<file path="src/rtl/user_insn_dispatch.sv">
// user_insn_dispatch
//   Dispatches lm32 user instructions to one of NUM_UNITS coprocessor units.
//   A unit-select field in the opcode picks the target unit. The opcode and
//   operands are forwarded on shared registered buses, and each instruction
//   gets exactly one registered result and one completion pulse. A timeout
//   also guarantees that response if the unit never answers.
//
// Ports
//   clk, rst           : clock, synchronous active-high reset
//   user_valid         : CPU request, held with stable payload until user_complete
//   user_opcode        : user opcode; select field at [SEL_LSB +: SELW]
//   user_operand_0/1   : CPU operands
//   user_result        : registered result, valid while user_complete is high
//   user_complete      : one-cycle completion pulse
//   u_valid            : one-hot request to the units
//   u_opcode           : shared registered opcode to the units
//   u_operand_0/1      : shared registered operands to the units
//   u_result           : packed unit results, unit i at [i*DATA_WIDTH +: DATA_WIDTH]
//   u_complete         : per-unit done
//   err_timeout        : one-cycle pulse when a timeout fires
//   err_count          : saturating count of timeouts and invalid-unit requests
module user_insn_dispatch #(
   parameter int unsigned               NUM_UNITS    = 4,
   parameter int unsigned               OPCODE_WIDTH = 11,
   parameter int unsigned               DATA_WIDTH   = 32,
   parameter int unsigned               SEL_LSB      = 8,
   parameter int unsigned               TIMEOUT      = 1024,
   parameter logic [DATA_WIDTH-1:0]     ERR_RESULT   = 32'hDEAD_BEEF
) (
   input  logic                              clk,
   input  logic                              rst,
   input  logic                              user_valid,
   input  logic [OPCODE_WIDTH-1:0]           user_opcode,
   input  logic [DATA_WIDTH-1:0]             user_operand_0,
   input  logic [DATA_WIDTH-1:0]             user_operand_1,
   output logic [DATA_WIDTH-1:0]             user_result,
   output logic                              user_complete,
   output logic [NUM_UNITS-1:0]              u_valid,
   output logic [OPCODE_WIDTH-1:0]           u_opcode,
   output logic [DATA_WIDTH-1:0]             u_operand_0,
   output logic [DATA_WIDTH-1:0]             u_operand_1,
   input  logic [NUM_UNITS*DATA_WIDTH-1:0]   u_result,
   input  logic [NUM_UNITS-1:0]              u_complete,
   output logic                              err_timeout,
   output logic [15:0]                       err_count
);

   localparam int unsigned SELW = (NUM_UNITS > 1) ? $clog2(NUM_UNITS) : 1;
   localparam int unsigned CNTW = $clog2(TIMEOUT);
   localparam logic [CNTW-1:0] CNT_LAST = CNTW'(TIMEOUT - 1);

   typedef enum logic [1:0] {
      S_IDLE,
      S_WAIT,
      S_RESP,
      S_DRAIN
   } state_t;

   state_t                state;
   logic [SELW-1:0]       sel;
   logic [CNTW-1:0]       cnt;

   logic [SELW-1:0]       req_sel;
   logic                  req_ok;
   logic [NUM_UNITS-1:0]  req_onehot;
   logic                  sel_done;
   logic [DATA_WIDTH-1:0] sel_result;

   // Decode of the incoming request and mux of the selected unit's response.
   // A select value at or above NUM_UNITS matches no unit and flags the request invalid.
   always_comb begin
      req_sel    = user_opcode[SEL_LSB +: SELW];
      req_ok     = (32'(req_sel) < NUM_UNITS);
      req_onehot = '0;
      sel_done   = 1'b0;
      sel_result = '0;
      for (int unsigned i = 0; i < NUM_UNITS; i++) begin
         if (SELW'(i) == req_sel) begin
            req_onehot[i] = 1'b1;
         end
         if (SELW'(i) == sel) begin
            sel_done   = u_complete[i];
            sel_result = u_result[i*DATA_WIDTH +: DATA_WIDTH];
         end
      end
   end

   always_ff @(posedge clk) begin
      if (rst) begin
         state         <= S_IDLE;
         sel           <= '0;
         cnt           <= '0;
         user_result   <= '0;
         user_complete <= 1'b0;
         u_valid       <= '0;
         u_opcode      <= '0;
         u_operand_0   <= '0;
         u_operand_1   <= '0;
         err_timeout   <= 1'b0;
         err_count     <= '0;
      end else begin
         user_complete <= 1'b0;
         err_timeout   <= 1'b0;
         case (state)
            S_IDLE: begin
               if (user_valid) begin
                  u_opcode    <= user_opcode;
                  u_operand_0 <= user_operand_0;
                  u_operand_1 <= user_operand_1;
                  sel         <= req_sel;
                  if (req_ok) begin
                     u_valid <= req_onehot;
                     cnt     <= '0;
                     state   <= S_WAIT;
                  end else begin
                     user_result   <= ERR_RESULT;
                     user_complete <= 1'b1;
                     err_count     <= (err_count == '1) ? err_count : err_count + 16'd1;
                     state         <= S_RESP;
                  end
               end
            end
            S_WAIT: begin
               // Abort beats completion, and completion beats timeout.
               if (!user_valid) begin
                  u_valid <= '0;
                  state   <= S_IDLE;
               end else if (sel_done) begin
                  user_result   <= sel_result;
                  user_complete <= 1'b1;
                  u_valid       <= '0;
                  state         <= S_RESP;
               end else if (cnt == CNT_LAST) begin
                  user_result   <= ERR_RESULT;
                  user_complete <= 1'b1;
                  err_timeout   <= 1'b1;
                  err_count     <= (err_count == '1) ? err_count : err_count + 16'd1;
                  u_valid       <= '0;
                  state         <= S_RESP;
               end else begin
                  cnt <= cnt + 1'b1;
               end
            end
            S_RESP: begin
               state <= S_DRAIN;
            end
            S_DRAIN: begin
               // A request still held after its response must not be issued a second time.
               if (!user_valid) begin
                  state <= S_IDLE;
               end
            end
            default: begin
               state <= S_IDLE;
            end
         endcase
      end
   end

endmodule
</file>
<file path="config.mk">
export PLATFORM = sky130hd
export DESIGN_NAME = user_insn_dispatch
export DESIGN_NICKNAME = d
export VERILOG_FILES = /design/src/rtl/user_insn_dispatch.sv
export SDC_FILE = /design/constraint.sdc
export NUM_CORES = 1
export LEC_CHECK = 0
export ABC_AREA = 1
export BUFFER_PORTS_ARGS = -buffer_cell sky130_fd_sc_hd__clkbuf_2
export CAP_MARGIN = 20
export CORE_MARGIN = 10
export CORE_UTILIZATION = 35
export DETAILED_ROUTE_END_ITERATION = 10
export MAX_ROUTING_LAYER = met4
export PLACE_DENSITY_LB_ADDON = 0.05
export SLEW_MARGIN = 20
export SYNTH_ARGS = -nofsm -noshare
export SYNTH_HDL_FRONTEND = slang
export SYNTH_SLANG_ARGS = --single-unit
export TNS_END_PERCENT = 5
</file>
<file path="constraint.sdc">
create_clock -name clk -period 2 [get_ports clk]
set_clock_uncertainty 0.1 [all_clocks]
set_input_delay 0.2 -clock clk [delete_from_list [all_inputs] [get_ports clk]]
set_output_delay 0.2 -clock clk [all_outputs]
set_load 0.005 [all_outputs]
</file>
-- After elaboration in Yosys (flattened, before gate mapping)
Cells that the tools add are included.
- $add $sub $neg: 2
- equal/unequal tests: 17
- multiplexer cells: 32
- bitwise operators: 4
- reductions and logical operators: 13
- operators with widths (cell ; count):
    two-way mux 32 bit ; 6
    two-way mux 10 bit ; 4
    case mux 10 bit (2 select lines) ; 1
    adder 16 x 1 -> 16 bit, second input constant ; 1
    equality test 16 bit, second input constant ; 1
    two-way mux 4 bit ; 4
    adder 10 x 1 -> 10 bit, second input constant ; 1
    equality test 10 bit, second input constant ; 1
    two-way mux 1 bit ; 10
    two-way mux 2 bit ; 5
    != test 2 bit, second input constant ; 5
    AND reduction 5 bit ; 2
    AND reduction 3 bit ; 3
    equality test 2 bit, first input constant ; 4
    case mux 2 bit (4 select lines) ; 1
    case mux 4 bit (2 select lines) ; 1
    zero test 2 bit ; 3
    equality test 1 x 2 -> 1 bit, first input constant ; 2
    equality test 2 bit, second input constant ; 2
    != test 4 bit, second input constant ; 1
    inverter 1 bit ; 4
    nonzero test 2 bit ; 2
    OR reduction 4 bit ; 1
    OR reduction 3 bit ; 1
    2 further kinds ; 2
- output and inout port bits: 129
- register bits: 143
- bits of input ports: 210
- word-level logic and storage cells: 79

-- Depth between registers and ports, before layout
- word-level depth: 8
- depth in mapped cells: 10
- depth with buffers taken out: 10

-- Worst setup path after synthesis
No wires, ideal clock.
- path kind: register to register
- from: register err_count[0]
- to: register err_count[0]
- period minus slack after synthesis: 1.688 ns
- buffers on the path: 0
- setup slack: 0.312 ns
- data required time: 1.772 ns
- data arrival time: 1.461 ns
- library setup time: 0.128 ns
- stages on the path, launching flop included: 10
- cells stage by stage: dfxtp_1 -> ha_1 -> inv_1 -> nor2_1 -> nand2_1 -> nor2_1 -> nor2_4 -> nand2_1 -> xor2_1 -> nor2_1
- cells in the longest elaborated chain, start to end: 3
- elaborated cells on any way between the ends: 4
- those cells by class: 1 x add/sub; 1 x eq/ne; 1 x bitwise; 1 x reduce/logical
- RTL lines (element ; RTL line ; RTL):
    start, declared ; 45 ; output logic [15:0] err_count
    start signal, assigned ; 118 ; err_count <= (err_count == '1) ? err_count : err_count + 16'd1;
    start signal, assigned ; 137 ; err_count <= (err_count == '1) ? err_count : err_count + 16'd1;
    parallel branches: the longest is 3 deep, another holds adder 16 x 1 -> 16 bit ; -- ;
Parallel ways; which one is timed is not known.
A chain may end at the register's enable or synchronous reset.

==> out/results.ini <==
[run_status]
status=completed

[setup_path]
cp_num_cells=7
r2r_cells=7
crit_path_top_delay_cell=dfxtp_1
worstPathMaxFanout=19
arrival_ns=2.06
crit_family=flip-flops
endpoint_kind=flip-flop
crit_top_cell=nand3_1
max_stage_delay_ns=0.57
crit_chain=nand3_1 -> nand3_1 -> nand2_4 -> nor2_2 -> buf_4 -> a21oi_1 -> o21a_1
worstSetupPathType=flip-flop to flip-flop
timing.rr.start=u_opcode[9]$_SDFFE_PP0P_
cp_data_required_time_ns=2.21
r2r_setup_slack_ns=0.15
worst-path-buf-inv=1
startpoint_type=flip-flop
reg2reg_to=user_result[18]$_SDFFE_PP0P_

[synth]
synth_seq_area_share_pct=43.2
synth_edf_count=0
synth.avg_cell_area_sq_um=7.07
ys_ff_latch=141
yosysWarnings=0
synth_top_area_share_pct=43.2
synth_commonest_cells=nor2_1 (204), dfxtp_1 (141), o21ai_0 (130), nand2_1 (125), nand3_1 (75)
synth_most_common_cell=nor2_1
syn_nets=1137
yosysTopAreaCell=dfxtp_1
synth_cell_types=35
synthCells=925
yosys-top-cells-area=dfxtp_1 (43%), nor2_1 (12%), o21ai_0 (9.9%), nand2_1 (7.2%), nand3_1 (5.7%)
syn-cell-area_sq_um=6540
synthArstFlopShare_pct=0
synth_top_flop_cell=dfxtp_1

[sta]
fin_crit_ns=1.85
setup_ws_ns=0.154
setup_viol=0
rsz0062_at_grt=true
slew_violations=0
max_slew.worst_pin.slew_ns=0.413
whs_ns=0.0195
slew_headroom_pct=72.4
timing.final.crit_share_pct=92.3
clock.fmax_mhz=542
final_hold_viol_count=0

[final_layout]
area.growth.synth_to_final_pct=52.0
nNetsFinal=1552
final_cell_area_sq_um=9940
drive_gt1_share_pct=33.4

[power]
peakVddDrop_mv=0.641
power.density_nw_per_um2=756
leakagePower_nw=4.76

[clock_network]
tritoncts=yes
clk_latency_ns=0.42
ctsRootBufferMaster=clkbuf_16
cts_made_buffers=17
cts_max_level=4
path_clk_slew_ns=0.07
cts.sinks=141
cts_buffer_depth=2

[grt]
grt_overflow=0
groute.usage.overall_pct=21.6
grt_start_max_net_pins=79
antenna_found_initial=4
grt_pass1_wl_um=41000
grt_pass1_vias=7697

[min_path]
min_path_type=input port to flip-flop
min_from=u_result[113]
whs_endpoint=user_result[17]$_SDFFE_PP0P_
hold_depth=3

[placed_design]
place_area_sq_um=8570
dp_hpwl_um=19800
pre_cts_slack_ns=0.146
routabilityCongestion=0.854
io_buffers=338

[die]
pin_count=339
die_w_um=157
coreArea_sq_um=18100
start_util_pct=36.0
die_y_um=157
fp.dieArea_sq_um=24600
num_rows=49

[detailed_routing]
drt-initial-drc-count=305
drt_pre_antenna_iters=4
routed_via_density=4.82
drc=0
ant_nets=0
vias=7645
drt_wl_total_um=26300
drt-wirelength-per-cell_um=16.6

[flow_run]
cap_violations=0

-- placed cells by master (no fill, tap or decap), drive strengths merged --
cell,count
dlygate4sd3,78
diode,5
or2,21
o211ai,7
nor2,214
nand3b,1
a21boi,1
nor3,7
dfxtp,141
o21ai,139
o21a,24
nand3,79
inv,46
clkbuf,356
xor2,5
buf,33
clkinvlp,3
nand4,5
ha,2
a31oi,1
clkinv,2
xnor2,3
nor4,1
nand2,130
a21oi,54
-- worst max-delay path by stage --
stage / start / to
floorplan: err_count[0]$_SDFFE_PP0P_ / err_count[0]$_SDFFE_PP0P_
global placement: cnt[0]$_SDFFE_PP0P_ / err_count[12]$_SDFFE_PP0P_
detailed placement: u_opcode[9]$_SDFFE_PP0P_ / user_result[18]$_SDFFE_PP0P_
CTS: u_opcode[9]$_SDFFE_PP0P_ / user_result[18]$_SDFFE_PP0P_
global route: cnt[0]$_SDFFE_PP0P_ / err_count[15]$_SDFFE_PP0P_
finish: u_opcode[9]$_SDFFE_PP0P_ / user_result[18]$_SDFFE_PP0P_
-- metal layers --
| layer | share of wire [%] | GRT usage [%] | up-vias |
|---|---|---|---|
| met2 | 47 | 35.1 | 276 |
| li1 | - | - | 3904 |
| met3 | 8.7 | 7.57 | 40 |
| met4 | 2.5 | 7.24 | 0 |
| met1 | 42 | 24.3 | 3425 |
| met5 | 0 | - | - |
-- through the flow --
| stage | setup TNS (ns) | total power, W | utilization (%) | cells |
|---|---|---|---|---|
| floorplan | 0 | 0.00383 | - | 925 |
| global placement | 0 | 0.00447 | 47.2 | 1471 |
| detailed placement | 0 | 0.00448 | 47.2 | 1471 |
| CTS | 0 | 0.00761 | 54.6 | 1581 |
| global route | -0.0270 | 0.00792 | 54.8 | 1586 |
| finish | 0 | 0.00752 | 54.8 | 1587 |
-- tightest hold or removal path, stage by stage --
cell      delay [ns]
clkbuf_2        0.08
o211ai_1        0.10
a21oi_1         0.13
-- report_power, final --
group / switching (W) / internal (W) / total, W / leakage [nW]
Combinational: 0.000773 / 0.000660 / 0.00143 / 3.34
Clock: 0.00135 / 0.00163 / 0.00299 / 0.263
Sequential: 0.000102 / 0.00300 / 0.00310 / 1.16
Total: 0.00223 / 0.00529 / 0.00752 / 4.76
-- cell families after synthesis --
kind of cell | Yosys count | synth area share, %
flops | 141 | 43.2
fa+ha+maj | 2 | 0.383
buf+inv | 90 | 5.97
simple gates | 458 | 30.9
xor+xnor | 8 | 1.07
compound gates | 226 | 18.5
-- state kept, by name, indices dropped and copies added (netlist names), named ones only --
signal and cells:
user_result 32, u_operand_1 32, u_opcode 11, u_operand_0 32
err_count 16, user_complete 1, u_valid 4, err_timeout 1
state 1, cnt 10
-- final cells by class --
class	count	area (sq um)
fillers	1781	8210
multi-input cells	694	3340
flip-flops and latches	141	2820
repair buffers	449	2780
clock buffers	18	429
well taps	229	287
inverters	37	144
clock inverters	14	124
diodes	5	12.5
-- what timing repair did --
item	in CTS	in global routing
setup endpoints to repair	0	13
resized for setup	0	3
buffers inserted	0	1
endpoints found under the hold margin	78	0
hold buffers	78	0
(Power assumes the default switching activity.)
